`src/rtl/pipe_ctrl_if.sv`:
```
// Hazard/handshake inputs and per-stage control outputs exchanged between the
// pipeline datapath (master) and the pipe_ctrl sequencer (slave).
interface pipe_ctrl_if #(
  parameter int CNT_W = 32
);
  logic [4:0]       id_rs1addr;
  logic [4:0]       id_rs2addr;
  logic             id_rs1_used;
  logic             id_rs2_used;
  logic [4:0]       ex_rdaddr;
  logic             ex_is_load;
  logic             ex_br_taken;
  logic             mem_req;
  logic             dmem_ack;
  logic             halt_req;
  logic             pc_en;
  logic             ifid_en;
  logic             ifid_flush;
  logic             idex_en;
  logic             idex_flush;
  logic             exmem_en;
  logic             memwb_bubble;
  logic             halted;
  logic             dmem_timeout;
  logic [CNT_W-1:0] stall_cnt;

  modport master (
    output id_rs1addr, id_rs2addr, id_rs1_used, id_rs2_used,
           ex_rdaddr, ex_is_load, ex_br_taken, mem_req, dmem_ack, halt_req,
    input  pc_en, ifid_en, ifid_flush, idex_en, idex_flush, exmem_en,
           memwb_bubble, halted, dmem_timeout, stall_cnt
  );

  modport slave (
    input  id_rs1addr, id_rs2addr, id_rs1_used, id_rs2_used,
           ex_rdaddr, ex_is_load, ex_br_taken, mem_req, dmem_ack, halt_req,
    output pc_en, ifid_en, ifid_flush, idex_en, idex_flush, exmem_en,
           memwb_bubble, halted, dmem_timeout, stall_cnt
  );
endinterface

```
`src/rtl/pipe_ctrl.sv`:
```
// Central sequencer for the 5-stage pipeline registers: per-stage enable,
// flush and bubble controls from load-use, branch and dmem-wait events.
module pipe_ctrl #(
  parameter int TO_W    = 8,
  parameter int TIMEOUT = 255,
  parameter int CNT_W   = 32
) (
  input  logic       clk,
  input  logic       rst_n,
  pipe_ctrl_if.slave bus
);

  typedef enum logic [1:0] {RUN, MEM_WAIT, HALTED, ERROR} state_t;

  state_t           state_q, state_d;
  logic [TO_W-1:0]  to_cnt_q, to_cnt_d;
  logic [CNT_W-1:0] stall_cnt_q;

  logic memstall, lu, stall_now;
  logic pc_en, ifid_en, ifid_flush, idex_en, idex_flush, exmem_en;
  logic memwb_bubble, halted, dmem_timeout;

  function automatic logic [CNT_W-1:0] sat_inc(input logic [CNT_W-1:0] v);
    return (&v) ? v : v + 1'b1;
  endfunction

  assign memstall = bus.mem_req & ~bus.dmem_ack;
  assign lu = bus.ex_is_load & (bus.ex_rdaddr != 5'd0) &
              ((bus.id_rs1_used & (bus.id_rs1addr == bus.ex_rdaddr)) |
               (bus.id_rs2_used & (bus.id_rs2addr == bus.ex_rdaddr)));

  // In MEM_WAIT the outstanding access is what stalls us, so only the ack matters.
  assign stall_now = (state_q == RUN) ? memstall : ~bus.dmem_ack;

  always_comb begin
    state_d      = state_q;
    to_cnt_d     = to_cnt_q;
    pc_en        = 1'b0;
    ifid_en      = 1'b0;
    ifid_flush   = 1'b0;
    idex_en      = 1'b0;
    idex_flush   = 1'b0;
    exmem_en     = 1'b0;
    memwb_bubble = 1'b1;
    halted       = 1'b0;
    dmem_timeout = 1'b0;

    case (state_q)
      RUN, MEM_WAIT: begin
        if (stall_now) begin
          if (state_q == RUN) begin
            state_d  = MEM_WAIT;
            to_cnt_d = TO_W'(1);
          end else if (to_cnt_q == TO_W'(TIMEOUT)) begin
            state_d = ERROR;
          end else begin
            to_cnt_d = to_cnt_q + 1'b1;
          end
        end else begin
          memwb_bubble = 1'b0;
          if (bus.ex_br_taken) begin
            // Wrong-path ID instruction: any load-use match on it is irrelevant.
            pc_en      = 1'b1;
            ifid_en    = 1'b1;
            ifid_flush = 1'b1;
            idex_en    = 1'b1;
            idex_flush = 1'b1;
            exmem_en   = 1'b1;
          end else if (lu) begin
            idex_en    = 1'b1;
            idex_flush = 1'b1;
            exmem_en   = 1'b1;
          end else begin
            pc_en    = 1'b1;
            ifid_en  = 1'b1;
            idex_en  = 1'b1;
            exmem_en = 1'b1;
          end
          to_cnt_d = '0;
          state_d  = bus.halt_req ? HALTED : RUN;
        end
      end
      HALTED: begin
        halted = 1'b1;
        if (!bus.halt_req) state_d = RUN;
      end
      ERROR: begin
        dmem_timeout = 1'b1;
      end
      default: state_d = RUN;
    endcase

    if (!rst_n) begin
      pc_en        = 1'b0;
      ifid_en      = 1'b0;
      ifid_flush   = 1'b0;
      idex_en      = 1'b0;
      idex_flush   = 1'b0;
      exmem_en     = 1'b0;
      memwb_bubble = 1'b1;
      halted       = 1'b0;
      dmem_timeout = 1'b0;
    end
  end

  always_ff @(posedge clk or negedge rst_n) begin
    if (!rst_n) begin
      state_q     <= RUN;
      to_cnt_q    <= '0;
      stall_cnt_q <= '0;
    end else begin
      state_q  <= state_d;
      to_cnt_q <= to_cnt_d;
      if (!pc_en) stall_cnt_q <= sat_inc(stall_cnt_q);
    end
  end

  assign bus.pc_en        = pc_en;
  assign bus.ifid_en      = ifid_en;
  assign bus.ifid_flush   = ifid_flush;
  assign bus.idex_en      = idex_en;
  assign bus.idex_flush   = idex_flush;
  assign bus.exmem_en     = exmem_en;
  assign bus.memwb_bubble = memwb_bubble;
  assign bus.halted       = halted;
  assign bus.dmem_timeout = dmem_timeout;
  assign bus.stall_cnt    = stall_cnt_q;

endmodule

```
`src/flat_wrapper.sv`:
```
// flat-port wrapper written by rule: the top's interface ports become plain ports
module pipe_ctrl_flat 
#(
  parameter int TO_W    = 8,
  parameter int TIMEOUT = 255,
  parameter int CNT_W   = 32
)
  (clk, rst_n, bus_id_rs1addr, bus_id_rs2addr, bus_id_rs1_used, bus_id_rs2_used, bus_ex_rdaddr, bus_ex_is_load, bus_ex_br_taken, bus_mem_req, bus_dmem_ack, bus_halt_req, bus_pc_en, bus_ifid_en, bus_ifid_flush, bus_idex_en, bus_idex_flush, bus_exmem_en, bus_memwb_bubble, bus_halted, bus_dmem_timeout, bus_stall_cnt);
  pipe_ctrl_if #(.CNT_W(CNT_W)) bus_i ();
  input  logic clk;
  input  logic rst_n;
  input wire logic [$bits(bus_i.id_rs1addr)-1:0] bus_id_rs1addr;
  input wire logic [$bits(bus_i.id_rs2addr)-1:0] bus_id_rs2addr;
  input wire logic [$bits(bus_i.id_rs1_used)-1:0] bus_id_rs1_used;
  input wire logic [$bits(bus_i.id_rs2_used)-1:0] bus_id_rs2_used;
  input wire logic [$bits(bus_i.ex_rdaddr)-1:0] bus_ex_rdaddr;
  input wire logic [$bits(bus_i.ex_is_load)-1:0] bus_ex_is_load;
  input wire logic [$bits(bus_i.ex_br_taken)-1:0] bus_ex_br_taken;
  input wire logic [$bits(bus_i.mem_req)-1:0] bus_mem_req;
  input wire logic [$bits(bus_i.dmem_ack)-1:0] bus_dmem_ack;
  input wire logic [$bits(bus_i.halt_req)-1:0] bus_halt_req;
  output wire logic [$bits(bus_i.pc_en)-1:0] bus_pc_en;
  output wire logic [$bits(bus_i.ifid_en)-1:0] bus_ifid_en;
  output wire logic [$bits(bus_i.ifid_flush)-1:0] bus_ifid_flush;
  output wire logic [$bits(bus_i.idex_en)-1:0] bus_idex_en;
  output wire logic [$bits(bus_i.idex_flush)-1:0] bus_idex_flush;
  output wire logic [$bits(bus_i.exmem_en)-1:0] bus_exmem_en;
  output wire logic [$bits(bus_i.memwb_bubble)-1:0] bus_memwb_bubble;
  output wire logic [$bits(bus_i.halted)-1:0] bus_halted;
  output wire logic [$bits(bus_i.dmem_timeout)-1:0] bus_dmem_timeout;
  output wire logic [$bits(bus_i.stall_cnt)-1:0] bus_stall_cnt;
  assign bus_i.id_rs1addr = bus_id_rs1addr;
  assign bus_i.id_rs2addr = bus_id_rs2addr;
  assign bus_i.id_rs1_used = bus_id_rs1_used;
  assign bus_i.id_rs2_used = bus_id_rs2_used;
  assign bus_i.ex_rdaddr = bus_ex_rdaddr;
  assign bus_i.ex_is_load = bus_ex_is_load;
  assign bus_i.ex_br_taken = bus_ex_br_taken;
  assign bus_i.mem_req = bus_mem_req;
  assign bus_i.dmem_ack = bus_dmem_ack;
  assign bus_i.halt_req = bus_halt_req;
  assign bus_pc_en = bus_i.pc_en;
  assign bus_ifid_en = bus_i.ifid_en;
  assign bus_ifid_flush = bus_i.ifid_flush;
  assign bus_idex_en = bus_i.idex_en;
  assign bus_idex_flush = bus_i.idex_flush;
  assign bus_exmem_en = bus_i.exmem_en;
  assign bus_memwb_bubble = bus_i.memwb_bubble;
  assign bus_halted = bus_i.halted;
  assign bus_dmem_timeout = bus_i.dmem_timeout;
  assign bus_stall_cnt = bus_i.stall_cnt;
  pipe_ctrl #(.TO_W(TO_W), .TIMEOUT(TIMEOUT), .CNT_W(CNT_W)) u_core (.clk(clk), .rst_n(rst_n), .bus(bus_i));
endmodule
```
`config.mk`:
```
export PLATFORM = sky130hd
export DESIGN_NAME = pipe_ctrl_flat
export DESIGN_NICKNAME = d
export VERILOG_FILES = /design/src/rtl/pipe_ctrl_if.sv /design/src/rtl/pipe_ctrl.sv /design/src/flat_wrapper.sv
export SDC_FILE = /design/constraint.sdc
export NUM_CORES = 1
export LEC_CHECK = 0
export CORE_MARGIN = 4
export CORE_UTILIZATION = 50
export CTS_CLUSTER_SIZE = 16
export DETAILED_ROUTE_END_ITERATION = 16
export PLACE_DENSITY = 0.81
export SYNTH_ARGS = -nofsm -noshare
export SYNTH_HDL_FRONTEND = slang
export SYNTH_SLANG_ARGS = --single-unit
```
`constraint.sdc`:
```
create_clock -name clk -period 4.4 [get_ports clk]
set_input_delay 1.32 -clock clk [delete_from_list [all_inputs] [get_ports clk]]
set_output_delay 1.32 -clock clk [all_outputs]
set_load 0.02 [all_outputs]
```
# Word level (Yosys, flattened, before mapping)
# Cells that the tools add are included.
[op_classes]
addsub = 2
eq_ne = 9
muxes = 34
n_bitwise = 9
reduce_logical = 8
[ops]
columns = ["operator", "count"]
rows = [
  ["adder 32 x 1 -> 32 bit (second input constant)", 1],
  ["AND reduction 32 bit", 1],
  ["two-way mux 1 bit", 25],
  ["two-way mux 8 bit", 3],
  ["== test 5 bit", 2],
  ["two-way mux 2 bit", 5],
  ["adder 8 x 1 -> 8 bit (second input constant)", 1],
  ["== test 8 bit (second input constant)", 1],
  ["AND 1 bit", 5],
  ["nonzero test 5 bit", 1],
  ["== test 2 bit (second input constant)", 2],
  ["inequality test 4 bit (second input constant)", 1],
  ["case mux 2 bit (2 select lines)", 1],
  ["AND reduction 2 bit", 2],
  ["inequality test 3 bit (second input constant)", 1],
  ["inverter 1 bit", 3],
  ["AND reduction 3 bit", 1],
  ["== test 2 x 1 -> 1 bit (second input constant)", 1],
  ["zero test 2 bit", 1],
  ["inequality test 2 bit (second input constant)", 1],
  ["nonzero test 2 bit", 1],
  ["OR reduction 2 bit", 1],
  ["bitwise OR 1 bit", 1],
]
[totals]
regBits = 42
inputBits = 24
out_inout_bits = 41
word_cells = 65

# Longest topological paths before layout
[depth]
word_depth = 11
depth_mapped = 8
mapped_depth_nobuf = 7

# Worst setup path before layout
# No wires, ideal clock.
[synth_path]
path_type = "input -> output"
from = "input port bus_ex_rdaddr[0]"
to = "output port bus_pc_en"
arrival_time_ns = 2.757
required_ns = 3.080
slack_ns = 0.323
path_stages = 5
n_path_buf = 1
path_cell_list = "or4_1 > o21ai_0 > nor2_1 > a21oi_1 > buf_4"
[synth_via]
elab_chain_len = 9
word_cells_on_any_way = 13
cone_classes = "eq/ne (2); mux (5); bitwise (5); reduce/logical (1)"
[synth_rtl]
columns = ["element", "line_no", "rtl"]
rows = [
  ["start, declared", "flat_wrapper.sv:16", "input wire logic [$bits(bus_i.ex_rdaddr)-1:0] bus_ex_rdaddr;"],
  ["== test 5 bit, on equally long branches", "pipe_ctrl.sv:29, pipe_ctrl.sv:30", ""],
  ["AND 1 bit, on equally long branches", "pipe_ctrl.sv:29, pipe_ctrl.sv:30", ""],
  ["bitwise OR 1 bit", "pipe_ctrl.sv:29", "((bus.id_rs1_used & (bus.id_rs1addr == bus.ex_rdaddr)) |"],
  ["AND 1 bit *", "pipe_ctrl.sv:28", "assign lu = bus.ex_is_load & (bus.ex_rdaddr != 5'd0) &"],
  ["two-way mux 1 bit * (5 in series)", "--", ""],
  ["end, declared", "flat_wrapper.sv:22", "output wire logic [$bits(bus_i.pc_en)-1:0] bus_pc_en;"],
]
# Every way passes the cells marked *; elsewhere a longest branch is shown, timed or not.

# Worst setup path after layout
[layout_path]
from = "input port bus_ex_rdaddr[2]"
to = "output port bus_pc_en"
[layout_via]
elab_chain_len = 9
word_cells_on_any_way = 13
cone_classes = "eq/ne (2); mux (5); bitwise (5); reduce/logical (1)"
[layout_rtl]
columns = ["element", "line_no", "rtl"]
rows = [
  ["== test 5 bit, on equally long branches", "pipe_ctrl.sv:29, pipe_ctrl.sv:30", ""],
  ["AND 1 bit, on equally long branches", "pipe_ctrl.sv:29, pipe_ctrl.sv:30", ""],
  ["bitwise OR 1 bit", "pipe_ctrl.sv:29", ""],
  ["AND 1 bit *", "pipe_ctrl.sv:28", ""],
  ["two-way mux 1 bit *", "pipe_ctrl.sv:69", "end else if (lu) begin"],
  ["two-way mux 1 bit *", "pipe_ctrl.sv:61", "if (bus.ex_br_taken) begin"],
  ["two-way mux 1 bit *", "pipe_ctrl.sv:50", "if (stall_now) begin"],
  ["two-way mux 1 bit *", "pipe_ctrl.sv:48", "case (state_q)"],
  ["two-way mux 1 bit *", "pipe_ctrl.sv:93", "if (!rst_n) begin"],
]
# Marked as above.

==> impl_summary.txt <==
----------------------------------------------------
[Outcome]
  Result of the run ... complete, no violations

[Timing]
  Worst clock skew ... 0.00343 ns
  Final Critical Period ... roughly 4.3 ns
  F_max ... around 230 MHz
  Final worst-path cycle share ... 98.7%
  Setup-failing EPs final ... 0
  Headroom to the max-slew limit ... 64.3%
  Number of pins with negative max-slew slack in the final report ... 0
  Worst slew pin tran ... 0.531 ns
  Setup slack of the critical path after layout ... 0.0587 ns
  Post-route worst hold slack ... 0.499 ns
  Total count of hold-check failures in the final report ... 0
  Setup repair after global routing missed its margin ... false

[Floorplan]
  Effective utilization at floorplan ... 52.4%
  Total core area ... 0.00444 mm^2
  Overall die height ... about 76 um
  Floorplan die width ... 76.3 um
  Number of placed I/O pins ... 65
  Die area ... between 0.005 and 0.006 mm^2
  Total number of placement rows ... 24

[Cells and area]
  Leading cell types in the layout, fill and taps excluded ... sky130_fd_sc_hd__clkdlybuf4s50_1, sky130_fd_sc_hd__dfrtp_1, sky130_fd_sc_hd__nand2_1
  Total of fill cells in the finished design ... between 300 and 400
  Commonest non-fill, non-tap cell in the layout ... sky130_fd_sc_hd__clkdlybuf4s50_1
  Fraction of final layout cells sized beyond drive strength 1 ... 9.48%
  Total Nets Final ... 352
  Synthesis-to-layout area growth ... 36.4%
  Number of antenna cells inserted ... 0

[Drt]
  Mean routed wirelength per cell ... 15.1 um
  Routed via count ... between 2000 and 2500
  Number of nets with antenna violations after detailed routing ... 0
  DRC ... 0
  Detailed router's first-iteration violation count ... 125
  Total detailed-routing wirelength ... 5710 um
  First drt pass iteration count ... 6
  Via count normalized by instance count ... 5.63

[Logic synthesis]
  #FFs+latches synth ... 42
  Post-synthesis instance area ... 0.00233 mm^2
  Number of instances in the synthesized netlist ... 252
  Average instance area after synthesis ... between 9 and 10 um^2
  Sequential share of the synthesized area ... 45.1%
  Syn Nets ... ~280
  Synthesis warning total ... 0
  Predominant post-synthesis flop cell ... sky130_fd_sc_hd__dfrtp_1
  Number of unique standard cell types used by synthesis ... 36
  Number of flops mapped to enable cells by yosys ... 0
  Share of synthesized registers carrying an async set or reset ... 100%

[Power]
  Power consumption ... 1.19 mW
  Largest voltage drop on the vdd net ... 0.256 mV
  Power per cell area ... 374 mW/mm^2
  Cell leakage power ... 1.41 nW

[Clock network]
  Number of setup buffers added after CTS ... 0
  # H-tree levels ... 2
  Clock tree buffer depth ... 2
  CTS Root Buffer Type ... sky130_fd_sc_hd__clkbuf_8
  CTS tree ... yes
  CTS Buf Count ... 5
  CTS clock-pin slew for the worst setup and hold paths ... approximately 0.08 ns
  Source-to-sink clock delay at the later pin of the worst-skew pair ... 0.30 ns
  Hold_buf cts ... 0
  Num Clock Sinks ... 42

[Placed design]
  Placement Setup Slack ... -0.347 ns
  Port Buf Inserts ... between 60 and 70
  Final HPWL from detailed placement ... 4340 um
  RD Place Congestion ... 0.835

[Critical path]
  Data required time at the worst endpoint ... 3.08 ns
  Worst-path maximum fanout ... 3
  Kind of start point of the critical path ... input pin
  Worst EP arrival ... between 3 and 4 ns
  Setup Crit Path Kind ... in2out
  RR Startpoint ... u_core.bus.stall_cnt[0]
  CP endpoint kind ... output pin
  Critical Path Start ... bus_ex_rdaddr[2]

[GRT]
  GR Overflow Total ... 0
  Maximum number of pins on one net before global-route repair ... 38
  Number of global-route vias before repair ... roughly 2200
  First-pass GRT wire length ... 9960 um
  Overall fraction of global-route tracks in use ... 20.7%
  Antenna violations before repair ... 0

[Worst hold path]
  Worst hold path startpoint ... u_core.bus.stall_cnt[6]
  Type of the worst min-delay path ... reg2reg

[Flow run]
  Max-Cap Viols ... 0

----------------------------------------------------
==> synth_stat cells (2+ instances only) <==
library cell                n  area [um^2]
sky130_fd_sc_hd__xor2_1    19          166
sky130_fd_sc_hd__ha_1       2         25.0
sky130_fd_sc_hd__nand4_1   12         75.1
sky130_fd_sc_hd__and3_1     5         31.3
sky130_fd_sc_hd__nand4_2    2         25.0
sky130_fd_sc_hd__a31oi_1    3         18.8
sky130_fd_sc_hd__nor2_1    20         75.1
sky130_fd_sc_hd__inv_1      8         30.0
sky130_fd_sc_hd__nor2b_1    3         18.8
sky130_fd_sc_hd__nor4_1     9         56.3
sky130_fd_sc_hd__nand3_1   17         85.1
sky130_fd_sc_hd__buf_2      3         15.0
sky130_fd_sc_hd__xnor2_1   22          193
sky130_fd_sc_hd__buf_4      2         15.0
sky130_fd_sc_hd__dfrtp_1   42         1050
sky130_fd_sc_hd__nand3_2    2         20.0
sky130_fd_sc_hd__or4_1      2         15.0
sky130_fd_sc_hd__clkbuf_1   4         15.0
sky130_fd_sc_hd__a21oi_1    9         45.0
sky130_fd_sc_hd__nor3_1    14         70.1
sky130_fd_sc_hd__nand2_1   28          105
sky130_fd_sc_hd__o21ai_0    9         45.0
sky130_fd_sc_hd__o22a_1     2         17.5
==> sequential cells by signal, indices dropped and copies added, names as in the netlist <==
signal,count
u_core.bus.stall_cnt,32
u_core.to_cnt_q,8
u_core.state_q,2
==> cell type report <==
class                   instances  area, um^2  share of cell area (%)
clock buffers                   8         110                    3.46
inverters                       8        30.0                   0.944
multi-input cells             193        1200                    37.9
repair buffers                 76         719                    22.6
flip-flops and latches         42        1050                    33.0
well taps                      52        65.1                    2.05
==> per-layer routing <==
metal  track usage [%]  vias up  wire length, um
met5                 0        -                0
met4              6.16        0               88
met3              5.20       10              267
met2              34.7       76             2860
met1              26.5     1015             2490
li1                  -     1034                -
==> cell families after synthesis <==
family | Yosys count | share of synthesized area, %
simple gates | 120 | 26.7
flops | 42 | 45.1
xor+xnor | 41 | 15.4
compound gates | 30 | 8.48
buf+inv | 17 | 3.22
fa+ha+maj | 2 | 1.07
==> where the power goes <==
part           internal (mW)  switching, mW  total, mW
clock                  0.158          0.133      0.291
combinational          0.180          0.207      0.387
sequential             0.435         0.0749      0.510
total                  0.773          0.415       1.19
==> worst max-delay path, stage by stage <==
cell and delay [ns]:
sky130_fd_sc_hd__clkdlybuf4s50_1 0.46, sky130_fd_sc_hd__or4_1 0.48, sky130_fd_sc_hd__o21ai_1 0.19, sky130_fd_sc_hd__nor2_1 0.09, sky130_fd_sc_hd__a21oi_1 0.20, sky130_fd_sc_hd__clkdlybuf4s15_2 0.29
==> what timing repair did <==
item	in CTS	in global routing
pin swaps	0	0
gates resized for setup	9	4
setup endpoints to repair	3	3
==> per-stage QoR <==
stage	std cells	utilization [%]	area, um^2	TNS, ns
floorplan	252	-	2330	0
global placement	371	69.2	3080	-0.717
detailed placement	371	69.2	3080	-0.982
CTS	379	71.8	3190	0
global route	379	71.6	3180	0
finish	379	71.6	3180	0
==> worst paths after layout <==
path / slack (ns) / endpoint / depth (start not counted)
max: 0.06 / bus_pc_en / 6
min: 0.50 / u_core.bus.stall_cnt[6] / 1
max reg2reg: 2.08 / u_core.bus.stall_cnt[16] / 8
min reg2reg: 0.50 / u_core.bus.stall_cnt[6] / 1
max in group asynchronous: 2.87 / u_core.bus.stall_cnt[13] / 2
min in group asynchronous: 0.85 / u_core.state_q[1] / 1
Note: power is estimated with default switching activity, not from simulation.
